==> config.mk <==
export PLATFORM = sky130hd
export DESIGN_NAME = chart_sequencer
export DESIGN_NICKNAME = d
export VERILOG_FILES = /design/src/rtl/chart_sequencer.sv
export SDC_FILE = /design/constraint.sdc
export NUM_CORES = 1
export LEC_CHECK = 0
export ABC_AREA = 1
export CAP_MARGIN = 10
export CORE_MARGIN = 2
export CORE_UTILIZATION = 58
export DETAILED_ROUTE_END_ITERATION = 7
export GPL_TIMING_DRIVEN = 0
export PLACE_DENSITY = 0.87
export SYNTH_ARGS = -nofsm -noshare
export SYNTH_HDL_FRONTEND = slang
export SYNTH_SLANG_ARGS = --single-unit
==> constraint.sdc <==
create_clock -name clk -period 3 [get_ports clk]
set_clock_uncertainty 0.1 [all_clocks]
set_input_delay 0.3 -clock clk [delete_from_list [all_inputs] [get_ports clk]]
set_output_delay 0.3 -clock clk [all_outputs]
set_load 0.02 [all_outputs]
==> src/rtl/chart_sequencer.sv <==
// chart_sequencer: song-level scheduler for the note lanes.
// Paces chart ROM reads at FRAMES_PER_STEP frames per step, runs the
// idle/count-in/play/pause/drain/done song state machine and drives the
// registered note/valid_note pair for the lane renderer.
module chart_sequencer #(
   parameter int ADDR_W          = 10,
   parameter int CHART_LEN       = 1024,
   parameter int FRAMES_PER_STEP = 8,
   parameter int COUNTDOWN_STEPS = 4,
   parameter int DRAIN_STEPS     = 16
) (
   input  logic              clk,
   input  logic              reset,
   input  logic              frame_tick,
   input  logic              start_n,
   input  logic              pause_n,
   output logic [ADDR_W-1:0] chart_addr,
   input  logic [7:0]        chart_data,
   output logic [7:0]        note,
   output logic              valid_note,
   output logic              playing,
   output logic              paused,
   output logic              song_done
);

   localparam int FC_W     = (FRAMES_PER_STEP > 1) ? $clog2(FRAMES_PER_STEP) : 1;
   localparam int STEP_MAX = (COUNTDOWN_STEPS > DRAIN_STEPS) ? COUNTDOWN_STEPS : DRAIN_STEPS;
   localparam int SC_W     = $clog2(STEP_MAX + 1);

   localparam logic [FC_W-1:0]   FC_LAST   = FC_W'(FRAMES_PER_STEP - 1);
   localparam logic [SC_W-1:0]   CD_LAST   = SC_W'(COUNTDOWN_STEPS - 1);
   localparam logic [SC_W-1:0]   DR_LAST   = SC_W'(DRAIN_STEPS - 1);
   localparam logic [ADDR_W-1:0] ADDR_LAST = ADDR_W'(CHART_LEN - 1);

   typedef enum logic [2:0] {
      S_IDLE, S_COUNTDOWN, S_PLAYING, S_PAUSED, S_DRAIN, S_DONE
   } state_e;

   state_e            state_q, state_d;
   logic [2:0]        start_sr_q, pause_sr_q;
   logic [FC_W-1:0]   frame_cnt_q, frame_cnt_d;
   logic [SC_W-1:0]   step_cnt_q, step_cnt_d;
   logic [ADDR_W-1:0] chart_addr_q, chart_addr_d;
   logic [7:0]        note_q, note_d;
   logic              valid_q, valid_d;

   logic start_evt, pause_evt, boundary, last_entry;

   // [1:0] are the synchronizer pair, [2] remembers the previous level so a
   // held button produces a single falling-edge event
   assign start_evt  = start_sr_q[2] & ~start_sr_q[1];
   assign pause_evt  = pause_sr_q[2] & ~pause_sr_q[1];
   assign boundary   = frame_tick && (frame_cnt_q == FC_LAST);
   assign last_entry = (chart_addr_q == ADDR_LAST);

   // Button synchronizers and edge-detect history, released level is 1
   always_ff @(posedge clk or posedge reset) begin
      if (reset) begin
         start_sr_q <= '1;
         pause_sr_q <= '1;
      end else begin
         start_sr_q <= {start_sr_q[1:0], start_n};
         pause_sr_q <= {pause_sr_q[1:0], pause_n};
      end
   end

   // Song state register
   always_ff @(posedge clk or posedge reset) begin
      if (reset) state_q <= S_IDLE;
      else       state_q <= state_d;
   end

   // Next-state logic; a pause event outranks a boundary in PLAYING
   always_comb begin
      state_d = state_q;
      case (state_q)
         S_IDLE, S_DONE: if (start_evt) state_d = S_COUNTDOWN;
         S_COUNTDOWN:
            if (boundary && step_cnt_q == CD_LAST)
               state_d = (CHART_LEN == 1) ? S_DRAIN : S_PLAYING;
         S_PLAYING:
            if (pause_evt)                    state_d = S_PAUSED;
            else if (boundary && last_entry)  state_d = S_DRAIN;
         S_PAUSED:  if (pause_evt) state_d = S_PLAYING;
         S_DRAIN:   if (boundary && step_cnt_q == DR_LAST) state_d = S_DONE;
         default:   state_d = S_IDLE;
      endcase
   end

   // Status outputs decoded from the current state
   always_comb begin
      playing   = (state_q == S_COUNTDOWN) || (state_q == S_PLAYING) || (state_q == S_DRAIN);
      paused    = (state_q == S_PAUSED);
      song_done = (state_q == S_DONE);
   end

   // Datapath next values: frame/step counters, ROM address, note latch
   always_comb begin
      frame_cnt_d  = frame_cnt_q;
      step_cnt_d   = step_cnt_q;
      chart_addr_d = chart_addr_q;
      note_d       = note_q;
      valid_d      = 1'b0;
      case (state_q)
         S_IDLE, S_DONE: begin
            frame_cnt_d = '0;
            if (start_evt) begin
               step_cnt_d   = '0;
               chart_addr_d = '0;
               note_d       = '0;
            end
         end
         S_COUNTDOWN: begin
            if (frame_tick) frame_cnt_d = boundary ? '0 : frame_cnt_q + 1'b1;
            if (boundary) begin
               if (step_cnt_q == CD_LAST) begin
                  // entry 0 has been on chart_data since the address was cleared
                  note_d       = chart_data;
                  valid_d      = 1'b1;
                  step_cnt_d   = '0;
                  chart_addr_d = last_entry ? chart_addr_q : chart_addr_q + 1'b1;
               end else begin
                  step_cnt_d = step_cnt_q + 1'b1;
               end
            end
         end
         S_PLAYING: begin
            if (!pause_evt) begin
               if (frame_tick) frame_cnt_d = boundary ? '0 : frame_cnt_q + 1'b1;
               if (boundary) begin
                  note_d  = chart_data;
                  valid_d = 1'b1;
                  // the address parks on the last entry, so it never wraps
                  if (last_entry) step_cnt_d   = '0;
                  else            chart_addr_d = chart_addr_q + 1'b1;
               end
            end
         end
         S_DRAIN: begin
            if (frame_tick) frame_cnt_d = boundary ? '0 : frame_cnt_q + 1'b1;
            if (boundary) begin
               if (step_cnt_q == '0) begin
                  note_d  = '0;
                  valid_d = 1'b1;
               end
               step_cnt_d = step_cnt_q + 1'b1;
            end
         end
         default: ;  // PAUSED: everything frozen
      endcase
   end

   // Datapath registers
   always_ff @(posedge clk or posedge reset) begin
      if (reset) begin
         frame_cnt_q  <= '0;
         step_cnt_q   <= '0;
         chart_addr_q <= '0;
         note_q       <= '0;
         valid_q      <= 1'b0;
      end else begin
         frame_cnt_q  <= frame_cnt_d;
         step_cnt_q   <= step_cnt_d;
         chart_addr_q <= chart_addr_d;
         note_q       <= note_d;
         valid_q      <= valid_d;
      end
   end

   assign chart_addr = chart_addr_q;
   assign note       = note_q;
   assign valid_note = valid_q;

endmodule

Yosys cells after proc, flatten, opt, wreduce, memory -nomap -nowiden

Index checks and enable logic that the tools add are counted.

Register bits: 36
Bits of input ports: 13
Output and inout port bits: 22
Logic and storage cells: 95

Add/sub/neg operators: 3
Equal/unequal tests: 21
Muxes and demuxes: 41
Bitwise gates (word level): 4
Reduce and logical (&&, ||, !) cells: 18

Operators by type and width:

| kind                    | number |
|---|---|
| $mux W10                | 6 |
| $mux W8                 | 7 |
| $mux W5                 | 7 |
| $pmux W8 S4             | 1 |
| $pmux W10 S3            | 1 |
| $mux W3                 | 9 |
| $pmux W5 S4             | 1 |
| $ne A2 B2 Y1 const B    | 9 |
| $pmux W3 S5             | 1 |
| $add A10 B1 Y10 const B | 1 |
| $eq A10 B10 Y1 const B  | 1 |
| $eq A3 B3 Y1 const B    | 3 |
| $pmux W3 S3             | 1 |
| $reduce_and A8 Y1       | 1 |
| $reduce_and A7 Y1       | 1 |
| $eq A3 B2 Y1 const B    | 2 |
| $mux W1                 | 6 |
| $reduce_and A6 Y1       | 1 |
| $reduce_bool A3 Y1      | 2 |
| $add A5 B1 Y5 const B   | 1 |
| $eq A5 B2 Y1 const B    | 1 |
| $eq A5 B4 Y1 const B    | 1 |
| $logic_not A5 Y1        | 1 |
| $reduce_and A5 Y1       | 1 |
| other kinds (13)        | 21 |

Longest topological paths before layout

Gate-level depths: netlist (run 1).

Word-level depth: 6
Gate-level depth with buffers: 11
Gate-level depth less buffers: 11

Least setup slack after synthesis (run 1)

OpenSTA, ideal clock, no wires.

Path kind: register to register
Start: register chart_addr_q[0], in the netlist chart_addr[0]
End: register step_cnt_q[2]
Library setup time: 117 ps
Arrival: 1,569 ps
Required time: 2,783 ps
Setup slack: 1,214 ps
Cell stages (with the launch flop): 9
Clock period less this slack: 1,786 ps
Path through: dfrtp_1 ha_1 nand2_1 nor2_2 nand3_2 a21oi_4 nand2_2 nand2_1 nand2_1

Word-level cells in the longest chain between the ends: 3

Ends and longest elaborated chain:

| what                               | RTL line | RTL |
|---|---|---|
| start: declaration                 | 43       | `logic [ADDR_W-1:0] chart_addr_q, chart_addr_d;` |
| start signal: assignment           | 164      | `chart_addr_q <= chart_addr_d;` |
| $eq A10 B10 Y1                     | 54       | `assign last_entry = (chart_addr_q == ADDR_LAST);` |
| $ne A2 B2 Y1 (no source line)      | --       |  |
| $reduce_and A7 Y1 (no source line) | --       |  |
| end signal: assignment             | 163      | `step_cnt_q <= step_cnt_d;` |
| end: declaration                   | 42       | `logic [SC_W-1:0] step_cnt_q, step_cnt_d;` |

No other way between the ends.
A chain may end at the register's enable or synchronous reset.

Worst setup path in the final report (run 1)

Start: register state_q[2]
End: output port playing

Word-level cells in the longest chain between the ends: 3
Elaborated cells between the ends (all ways): 5
Classes of those cells: eq/ne (3); reduce/logical (2)

Ends and longest elaborated chain:

| what                                         | RTL line | RTL |
|---|---|---|
| start: declaration                           | 39       | `state_e state_q, state_d;` |
| start signal: assignment                     | 70       | `else state_q <= state_d;` |
| $eq A3 B1 Y1 or $eq A3 B2 Y1 (tied branches) | 92       | `playing = (state_q == S_COUNTDOWN) \|\| (state_q == S_PLAYING) \|\| (state_q == S_DRAIN);` |
| $logic_or A1 B1 Y1                           | 92       |  |
| $logic_or A1 B1 Y1 *                         | 92       |  |
| end: declaration                             | 21       | `output logic playing,` |

Mark *: on every way between the ends. The rest lies on a longest branch, timed or not.

==> run metrics, run 1 <==
number of top-level pins 35; run status finished, final reports clean; total leakage power ~0.0014 µW; type of element launching the critical path register; RD Place Congestion 0.862; overall track demand over capacity in global routing roughly a quarter; critical register-to-register path endpoint chart_addr[3]$_DFFE_PP0P_; number of antenna diodes 0; Initial Utilization 61.1%; startpoint-to-endpoint class of the critical path register to output port; port bufs 34; final hold vios 0; destination of the worst hold path start_sr_q[1]$_DFF_PP1_; final design utilization 75.7%; most frequent cell on the critical path sky130_fd_sc_hd__nand2_2; final non-filler cell total about 400; category of the worst setup path capture point output port; register-to-register setup slack 990 ps; total number of H-tree levels 2; Min-Delay Startpoint start_sr_q[0]$_DFF_PP1_; CP Launch Point state_q[2]$_DFFE_PP0P_; TritonCTS Sinks 36; quantity of gates resized following cts 0; Max Cap Violations 0; GRT overflow 0; root buffer selected by CTS sky130_fd_sc_hd__clkbuf_8; synthesized cell area 0.00225 mm²; Final Max Tran Viols 0; number of vias in the routed layout 2036; clock insertion delay at the later pin of the skew report 300 ps; number of remaining DRC errors 0; height of the chip 66.3 µm; net count after synthesis 323; f_max 0.403 GHz; Worst Path Max Fanout 8; launch point of the worst reg-to-reg path frame_cnt_q[0]$_DFFE_PP0P_; Area growth, synth to finish 23.9%; Slew headroom 53.3%; Min Clock Period, post-route 2480 ps; data required time at the worst endpoint 2600 ps; Finish-stage setup viols 0; Crit path buffers/inverters 2; per-instance average area after synthesis 7.41 µm²; Max stage delay on crit path 610 ps; total iterations of the first detailed-routing run 4; cell with the largest stage delay on the worst path sky130_fd_sc_hd__clkdlybuf4s50_1; synth warn 0; number of synthesized register bits 36; horizontal extent of the die 66.3 µm; TritonCTS clock tree yes; Worst Hold Path Cells 0; worst-margin pin slew 700 ps; placed inst area 0.00268 mm²; maximum number of pins on one net before global-route repair 21; top library cells by usage in the layout, fill and taps aside sky130_fd_sc_hd__nand2_1, sky130_fd_sc_hd__clkdlybuf4s50_1, sky130_fd_sc_hd__nand3_1; Hold Slack around 260 ps; Core Footprint 0.00369 mm²; distinct cell type count of the synthesized netlist 30; Top Family by Delay on Critical Path buffers and inverters; CP cell instances nor2_2 > nand2_2 > nand2_2 > inv_2 > nand2_2 > clkdlybuf4s50_1; Levels on crit path 6; R2R depth 11; remaining number of nets flagged by the antenna check after routing 0; TNS Setup 0 ps; CP arrival 2080 ps; half-perimeter wire length after detailed placement roughly 3400 µm; Tcrit/Tclk final 82.6%; die area 0.00440 mm²; most common cell after layout, fill and taps aside sky130_fd_sc_hd__nand2_1; cells after synthesis approximately 300; detailed-route vias per instance 5.15; peak supply drop roughly 0.00063 V; number of antenna violations at the first check in global routing 0; global-route wire length before repair 8130 µm; unrepaired setup endpoints after global routing no; total placed cells including tap cells 387; count of filler cells inserted in the layout 294; post-synthesis sequential area ratio 40.3%; Clk pin slew, worst setup/hold paths 80 ps; final instance area 0.00279 mm²; hold crit path type register to register; setup fix buffers added after clock tree synthesis 0; Clock Tree Buf Depth 2; number of buffers created by CTS 5; cts-stage hold buffer count 0; number of global-route vias before repair between 1500 and 2000; Layout Nets 365; routed wire length per instance roughly 12 µm; Site Rows 22; Cell Pwr Density 874 mW/mm²; fraction of final layout cells with drive strength greater than 1 15.0%; initial DRC count 214; Post-Route WL 4720 µm
[cells by family after synthesis]
group | after synthesis | share of synthesized area [%]
and+or+nand+nor | 203 | 42.2
buffers and inverters | 39 | 7.27
DFF | 36 | 40.3
AOI/OAI and AO/OA | 15 | 4.89
adders and majority gates | 6 | 3.33
xor gates and xnor gates | 4 | 1.55
muxes | 1 | 0.444
[how the worst max path moves through the flow]
| stage | endpoint |
|---|---|
| global placement | playing |
| floorplan | step_cnt_q[2]$_DFFE_PP0P_ |
| CTS | playing |
| finish | playing |
| global route | playing |
| detailed placement | playing |
[registers in the layout (all words and copies together), names as in the netlist]
name,flops
chart_addr,10
pause_sr_q,3
valid_note,1
step_cnt_q,5
start_sr_q,3
note,8
frame_cnt_q,3
state_q,3
[final cells by class]
class / count / area (µm²) / share of cell area (%)
Buffer: 5 / 36.3 / 1.30
Clock buffer: 5 / 68.8 / 2.46
Clock inverter: 3 / 42.5 / 1.52
Inverter: 34 / 128 / 4.57
Multi-Input combinational cell: 229 / 1180 / 42.3
Sequential cell: 36 / 908 / 32.5
Tap cell: 48 / 60.1 / 2.15
Timing Repair Buffer: 35 / 368 / 13.2
[metal layers]
layer	routed length (µm)	vias to the layer above	share of wire, %	global-route usage [%]
li1	-	1039	-	-
met3	206	6	4.4	5.79
met1	2220	948	47	32.3
met2	2230	43	47	38.4
met4	71	0	1.5	8.93
met5	0	-	0	0
[Yosys cell counts]
master | count | share of area, %
sky130_fd_sc_hd__a21boi_0 | 1 | 0.33
sky130_fd_sc_hd__a21oi_1 | 3 | 0.67
sky130_fd_sc_hd__a21oi_4 | 1 | 0.72
sky130_fd_sc_hd__buf_2 | 2 | 0.44
sky130_fd_sc_hd__buf_4 | 2 | 0.67
sky130_fd_sc_hd__buf_6 | 1 | 0.50
sky130_fd_sc_hd__dfrtp_1 | 30 | 33
sky130_fd_sc_hd__dfstp_2 | 6 | 7.0
sky130_fd_sc_hd__ha_1 | 6 | 3.3
sky130_fd_sc_hd__inv_1 | 28 | 4.7
sky130_fd_sc_hd__inv_2 | 6 | 1.0
sky130_fd_sc_hd__mux2i_1 | 1 | 0.44
sky130_fd_sc_hd__nand2_1 | 111 | 18
sky130_fd_sc_hd__nand2_2 | 11 | 3.1
sky130_fd_sc_hd__nand3_1 | 32 | 7.1
sky130_fd_sc_hd__nand3_2 | 2 | 0.89
sky130_fd_sc_hd__nand3_4 | 1 | 0.78
sky130_fd_sc_hd__nand3b_1 | 8 | 2.7
sky130_fd_sc_hd__nand4_1 | 3 | 0.83
sky130_fd_sc_hd__nor2_1 | 27 | 4.5
sky130_fd_sc_hd__nor2_2 | 4 | 1.1
sky130_fd_sc_hd__nor2_4 | 2 | 1.0
sky130_fd_sc_hd__nor2_8 | 2 | 1.8
sky130_fd_sc_hd__o21ai_0 | 5 | 1.1
sky130_fd_sc_hd__o21ai_1 | 2 | 0.44
sky130_fd_sc_hd__o21ai_2 | 1 | 0.39
sky130_fd_sc_hd__o21ai_4 | 1 | 0.72
sky130_fd_sc_hd__o21bai_2 | 1 | 0.50
sky130_fd_sc_hd__xnor2_1 | 1 | 0.39
sky130_fd_sc_hd__xor2_1 | 3 | 1.2
[where the power goes]
part,switching [µW],internal [µW],total (µW)
clock network,182,246,428
registers,75.4,582,657
logic,871,486,1360
total,1130,1310,2440
[through the flow]
step                setup slack, ps  total power [µW]
global route                    376              2640
finish                          521              2440
detailed placement              859              2020
floorplan                      1210              1660
global placement                882              1980
CTS                             526              2450
Note: power is estimated with default switching activity, not from simulation.
==> inputs of run 2 (changes only) <==
--- a/config.mk
+++ b/config.mk
@@ -8,10 +8,10 @@
 export ABC_AREA = 1
 export CAP_MARGIN = 10
 export CORE_MARGIN = 2
-export CORE_UTILIZATION = 58
+export CORE_UTILIZATION = 49
 export DETAILED_ROUTE_END_ITERATION = 7
 export GPL_TIMING_DRIVEN = 0
-export PLACE_DENSITY = 0.87
+export PLACE_DENSITY = 0.79
 export SYNTH_ARGS = -nofsm -noshare
 export SYNTH_HDL_FRONTEND = slang
 export SYNTH_SLANG_ARGS = --single-unit
==> constraint.sdc (replaced) <==
create_clock -name clk -period 2.27 [get_ports clk]
set_clock_uncertainty 0.1 [all_clocks]
set_input_delay 0.227 -clock clk [delete_from_list [all_inputs] [get_ports clk]]
set_output_delay 0.227 -clock clk [all_outputs]
set_load 0.02 [all_outputs]
==> run metrics, run 2 (same netlist as run 1, synthesis figures left out) <==
cell with the largest stage delay on the worst path sky130_fd_sc_hd__dfrtp_1 (was sky130_fd_sc_hd__clkdlybuf4s50_1); TNS Setup 0 ps (unchanged); Min-Delay Startpoint start_n (was start_sr_q[0]$_DFF_PP1_); Post-Route WL 4850 µm (was 4720 µm); Clk pin slew, worst setup/hold paths 80 ps (about the same); Sw Pwr 1510 µW (was 1130 µW); overall track demand over capacity in global routing 20.6% (was 24.3%); Min Clock Period, post-route 2100 ps; maximum number of pins on one net before global-route repair 20 (was 21); met3 layer usage reported by global route 4.50% (was 5.79%); total leakage power 0.00143 µW (was 0.00144 µW); Core Footprint 0.00438 mm² (was 0.00369 mm²); run status finished, final reports clean (unchanged); f_max 0.476 GHz; Tcrit/Tclk final 92.6%; most frequent cell on the critical path sky130_fd_sc_hd__nand2_2 (unchanged); half-perimeter wire length after detailed placement 3520 µm (was 3350 µm); global-route wire length before repair 8380 µm (was 8130 µm); CP cell instances nor2_2 > nand2_2 > nand2_2 > inv_2 > nand2_2 > dlygate4sd2_1 (was nor2_2 > nand2_2 > nand2_2 > inv_2 > nand2_2 > clkdlybuf4s50_1); height of the chip 71.8 µm (was 66.3 µm); fraction of final layout cells with drive strength greater than 1 15.0% (unchanged); hold crit path type input pin to register (was register to register); Initial Utilization 51.4% (was 61.1%); Worst Path Max Fanout 8 (unchanged); horizontal extent of the die 71.8 µm (was 66.3 µm); TritonCTS Sinks 36 (unchanged); internal power 1610 µW (was 1310 µW); clock insertion delay at the later pin of the skew report 300 ps (about the same); top library cells by usage in the layout, fill and taps aside sky130_fd_sc_hd__nand2_1, sky130_fd_sc_hd__clkdlybuf4s50_1, sky130_fd_sc_hd__nand3_1 (unchanged); number of top-level pins 35 (unchanged); cts-stage hold buffer count 0 (unchanged); number of antenna violations at the first check in global routing 0 (unchanged); detailed-route vias per instance 5.05 (was 5.15); most common cell after layout, fill and taps aside sky130_fd_sc_hd__nand2_1 (unchanged); number of buffers created by CTS 5 (unchanged); worst-margin pin slew 791 ps (was 700 ps); RD Place Congestion 0.820 (was 0.862); GRT overflow 0 (unchanged); Final Max Tran Viols 0 (unchanged); CP Launch Point state_q[2]$_DFFE_PP0P_ (unchanged); Max stage delay on crit path 470 ps (was 610 ps); routed wire length per instance 12.2 µm (was 12.0 µm); count of filler cells inserted in the layout 401 (was 294); TritonCTS clock tree yes (unchanged); number of remaining DRC errors 0 (unchanged); met2 GRT Util 31.3% (was 38.4%); remaining number of nets flagged by the antenna check after routing 0 (unchanged); Site Rows 24 (was 22); Clk network pwr share 14.7% (was 17.5%); Layout Nets 365 (unchanged); CP arrival 1780 ps (was 2080 ps); initial DRC count 103 (was 214); Slew headroom 47.2% (was 53.3%); Crit path buffers/inverters 2 (unchanged); number of flip-flops in the largest register 10 (unchanged); fraction of power consumed by sequential logic 27.8% (was 26.9%); type of element launching the critical path register (unchanged); Switching Fraction 48.4% (was 46.2%); data required time at the worst endpoint 1940 ps (was 2600 ps); final non-filler cell total 399 (was 395); Area growth, synth to finish 23.0% (was 23.9%); port bufs 34 (unchanged); number of vias in the routed layout 2014 (was 2036); number of antenna diodes 0 (unchanged); total placed cells including tap cells 391 (was 387); Max Cap Violations 0 (unchanged); Clock Tree Buf Depth 2 (unchanged); most congested layer reported by global routing met2 (unchanged); Cell Pwr Density 1130 mW/mm² (was 874 mW/mm²); peak supply drop 0.000589 V (was 0.000629 V); total iterations of the first detailed-routing run 4 (unchanged); Finish-stage setup viols 0 (unchanged); number of global-route vias before repair 1881 (was 1848); met1 global-route usage 28.4% (was 32.3%); category of the worst setup path capture point output port (unchanged); die area 0.00516 mm² (was 0.00440 mm²); final hold vios 0 (unchanged); unrepaired setup endpoints after global routing no (unchanged); Top Family by Delay on Critical Path simple AND/OR/NAND/NOR gates (was buffers and inverters); root buffer selected by CTS sky130_fd_sc_hd__clkbuf_8 (unchanged); total number of H-tree levels 2 (unchanged); launch point of the worst reg-to-reg path frame_cnt_q[0]$_DFFE_PP0P_ (unchanged); total chip power 3130 µW (was 2440 µW); share of power burned in combinational logic 57.5% (was 55.6%); startpoint-to-endpoint class of the critical path register to output port (unchanged)
## run 2: cell count changes in the layout (fill, tap and decap cells not counted), sizes merged
cell,change
clkdlybuf4s50,-1
clkinvlp,-1
bufinv,-1
dlygate4sd2,+1
clkinv,+2
## run 2: repair_timing
item / 4_1_cts / 5_1_grt
resized for setup: 1 / 0
setup endpoints to repair: 1 / 0
setup buffers: 0 / 0
## run 2: path summary, 6_finish.rpt
| check | endpoint | slack, ps | cells after the start |
|---|---|---|---|
| setup / recovery | playing | 170 | 6 |
| hold / removal | start_sr_q[0]$_DFF_PP1_ | 230 | 1 |
| setup reg to reg | chart_addr[4]$_DFFE_PP0P_ | 280 | 11 |
| hold reg to reg | start_sr_q[1]$_DFF_PP1_ | 260 | 0 |
| max in group asynchronous | pause_sr_q[1]$_DFF_PP1_ | 1160 | 3 |
| min in group asynchronous | note[6]$_DFFE_PP0P_ | 270 | 2 |
## run 2: worst register-to-register path: stages, from the launching register on
cell	delay [ps]
sky130_fd_sc_hd__dfrtp_1	400
sky130_fd_sc_hd__ha_1	200
sky130_fd_sc_hd__ha_1	170
sky130_fd_sc_hd__nand2_1	170
sky130_fd_sc_hd__inv_1	180
sky130_fd_sc_hd__nor2_4	220
sky130_fd_sc_hd__inv_2	60
sky130_fd_sc_hd__nand2_1	60
sky130_fd_sc_hd__nor2_1	50
sky130_fd_sc_hd__nand3_2	180
sky130_fd_sc_hd__nand2_1	80
sky130_fd_sc_hd__nand2_1	70
## run 2: power groups by stage
stage | combinational, µW | clock [µW] | sequential [µW]
2_1_floorplan | 1260 | 0 | 937
3_3_place_gp | 1770 | 0 | 876
3_5_place_dp | 1810 | 0 | 878
4_1_cts | 1810 | 471 | 870
5_1_grt | 2000 | 493 | 887
6_report | 1800 | 458 | 870
## run 2: metal layers
metal / wire, µm / share of wire, % / vias up
li1: - / - / 1033
met1: 2260 / 47 / 928
met2: 2260 / 47 / 46
met3: 250 / 5.2 / 7
met4: 79 / 1.6 / 0
met5: 0 / 0 / -
## run 2: per-stage QoR
step | utilization [%] | hold WS, ps | cell area, µm² | worst slack, ps
after floorplan | - | 131 | 2250 | 484
after global routing | 63.2 | 236 | 2770 | 28.1
after detailed placement | 61.3 | 247 | 2690 | 190
after CTS | 63.2 | 219 | 2770 | 161
final | 63.2 | 227 | 2770 | 167
after global placement | 60.6 | 247 | 2660 | 220
## run 2: final cells by class
class                   instances  area [µm²]  area share (%)
clock buffers                   5        68.8            2.48
clock inverters                 3        18.8           0.677
flip-flops and latches         36         908            32.8
inverters                      34         128            4.60
plain buffers                   5        36.3            1.31
well taps                      52        65.1            2.35
multi-input cells             229        1180            42.6
repair buffers                 35         367            13.2
==> inputs of run 3 (changes only) <==
--- a/config.mk
+++ b/config.mk
@@ -7,8 +7,10 @@
 export LEC_CHECK = 0
 export ABC_AREA = 1
 export CAP_MARGIN = 10
+export CORE_ASPECT_RATIO = 0.6
 export CORE_MARGIN = 2
 export CORE_UTILIZATION = 49
+export CTS_CLUSTER_SIZE = 10
 export DETAILED_ROUTE_END_ITERATION = 7
 export GPL_TIMING_DRIVEN = 0
 export PLACE_DENSITY = 0.79
==> run metrics, run 3 (same netlist as run 1, synthesis figures left out) <==
type of element launching the critical path register (unchanged); count of filler cells inserted in the layout 393 (was 401); most common cell after layout, fill and taps aside sky130_fd_sc_hd__nand2_1 (unchanged); routed wire length per instance 11.6 µm (was 12.2 µm); CP arrival 1770 ps (was 1780 ps); Crit path buffers/inverters 4 (was 2); root buffer selected by CTS sky130_fd_sc_hd__clkbuf_8 (unchanged); RD Place Congestion 0.894 (was 0.820); Hold Slack 225 ps (was 227 ps); die area 0.00518 mm² (was 0.00516 mm²); total iterations of the first detailed-routing run 4 (unchanged); Min Clock Period, post-route 2100 ps (about the same); overall track demand over capacity in global routing 20.4% (was 20.6%); total length of routed met3 wires 318 µm (was 250 µm); final hold vios 0 (unchanged); number of global-route vias before repair 1799 (was 1881); initial DRC count 150 (was 103); total leakage power 0.00144 µW (was 0.00143 µW); Clock Tree Buf Depth 2 (unchanged); TritonCTS clock tree yes (unchanged); Max Cap Violations 0 (unchanged); maximum number of pins on one net before global-route repair 23 (was 20); number of antenna diodes 0 (unchanged); Final Max Tran Viols 0 (unchanged); category of the worst setup path capture point output port (unchanged); height of the chip 56.5 µm (was 71.8 µm); number of top-level pins 35 (unchanged); Layout Nets 365 (unchanged); total number of H-tree levels 2 (unchanged); quantity of gates resized following cts 1 (unchanged); Post-Route WL 4740 µm (was 4850 µm); TritonCTS Sinks 36 (unchanged); GRT overflow 0 (unchanged); Max stage delay on crit path 360 ps (was 470 ps); placed inst area 0.00270 mm² (was 0.00269 mm²); Tcrit/Tclk final 92.4% (was 92.6%); flip-flop and latch area 908 µm² (unchanged); Worst Path Max Fanout 8 (unchanged); setup fix buffers added after clock tree synthesis 0 (unchanged); cts-stage hold buffer count 0 (unchanged); Finish-stage setup viols 0 (unchanged); Core Footprint 0.00449 mm² (was 0.00438 mm²); cell with the largest stage delay on the worst path sky130_fd_sc_hd__dfrtp_1 (unchanged); data required time at the worst endpoint 1940 ps (about the same); clock insertion delay at the later pin of the skew report 290 ps (was 300 ps); number of flip-flops in the largest register 10 (unchanged); f_max 0.477 GHz (was 0.476 GHz); startpoint-to-endpoint class of the critical path register to output port (unchanged); run status finished, final reports clean (unchanged); Slew headroom 55.6% (was 47.2%); total length of routed met2 wires 1910 µm (was 2260 µm); CP cell instances buf_4 > inv_1 > nor2_1 > nand2_1 > nand2_2 > inv_2 > nand2_2 > clkdlybuf4s15_1 (was nor2_2 > nand2_2 > nand2_2 > inv_2 > nand2_2 > dlygate4sd2_1); Area growth, synth to finish 24.6% (was 23.0%); Cell Pwr Density 1150 mW/mm² (was 1130 mW/mm²); hold crit path type input pin to async pin (was input pin to register); detailed-route vias per instance 5.02 (was 5.05); top library cells by usage in the layout, fill and taps aside sky130_fd_sc_hd__nand2_1, sky130_fd_sc_hd__clkdlybuf4s50_1, sky130_fd_sc_hd__nand3_1 (unchanged); remaining number of nets flagged by the antenna check after routing 0 (unchanged); half-perimeter wire length after detailed placement 3570 µm (was 3520 µm); Site Rows 19 (was 24); most frequent cell on the critical path sky130_fd_sc_hd__nand2_2 (unchanged); highest metal layer with signal wires met4 (unchanged); Top Family by Delay on Critical Path buffers and inverters (was simple AND/OR/NAND/NOR gates); number of remaining DRC errors 0 (unchanged); total chip power 3240 µW (was 3130 µW); final instance area 0.00281 mm² (was 0.00277 mm²); met1 wire length 2450 µm (was 2260 µm); global-route wire length before repair 8310 µm (was 8380 µm); peak supply drop 0.000695 V (was 0.000589 V); port bufs 34 (unchanged); unrepaired setup endpoints after global routing no (unchanged); TNS Setup 0 ps (unchanged); Clk pin slew, worst setup/hold paths 80 ps (about the same); number of buffers created by CTS 5 (unchanged); worst-margin pin slew 665 ps (was 791 ps); horizontal extent of the die 91.6 µm (was 71.8 µm); number of vias in the routed layout 2059 (was 2014); Initial Utilization 50.2% (was 51.4%); fraction of final layout cells with drive strength greater than 1 14.7% (was 15.0%); number of antenna violations at the first check in global routing 0 (unchanged); total area of multi-input combinational cells 0.00118 mm² (unchanged)
-- run 3: changes by cell type in the layout (fill, tap and decap cells not counted) --
cell	before	now
sky130_fd_sc_hd__bufinv_16	0	1
sky130_fd_sc_hd__clkbuf_1	0	1
sky130_fd_sc_hd__clkdlybuf4s15_1	0	1
sky130_fd_sc_hd__clkinv_2	2	1
sky130_fd_sc_hd__clkinv_4	1	0
sky130_fd_sc_hd__dlygate4sd2_1	1	0
-- run 3: stage by stage --
stage / instances / setup slack [ps] / utilization [%]
2_1_floorplan: 304 / 484 / -
5_1_grt: 410 / 0.567 / 62.5
6_report: 410 / 172 / 62.5
4_1_cts: 410 / 126 / 62.5
3_3_place_gp: 401 / 209 / 59.5
3_5_place_dp: 402 / 188 / 60.1
-- run 3: area by class of cell --
class | instances | share of cell area (%)
Buffer | 5 | 1.29
Sequential cell | 36 | 32.4
Clock inverter | 2 | 1.25
Multi-Input combinational cell | 229 | 42.1
Clock buffer | 6 | 2.58
Inverter | 34 | 4.55
Tap cell | 63 | 2.81
Timing Repair Buffer | 35 | 13.1
-- run 3: final timing paths --
kind	from	end	slack (ps)	cells after the start
worst max-delay path	state_q[0]$_DFFE_PP0P_	playing	170	8
worst min-delay path	reset	chart_addr[2]$_DFFE_PP0P_	230	2
worst max register to register	frame_cnt_q[0]$_DFFE_PP0P_	chart_addr[9]$_DFFE_PP0P_	260	11
worst min register to register	pause_sr_q[0]$_DFF_PP1_	pause_sr_q[1]$_DFF_PP1_	260	0
max in group asynchronous	reset	start_sr_q[2]$_DFF_PP1_	1240	3
min in group clk	start_n	start_sr_q[0]$_DFF_PP1_	230	1
-- run 3: routing by layer --
metal | global-route usage [%] | vias up
met1 | 31.4 | 942
li1 | - | 1038
met2 | 27.7 | 72
met5 | 0 | -
met4 | 6.49 | 0
met3 | 5.37 | 7
-- run 3: report_power, final --
group          internal (µW)  leakage, µW  switching, µW
sequential               769     0.000469            101
clock                    326    0.0000552            226
combinational            637     0.000913           1180
total                   1730      0.00144           1510
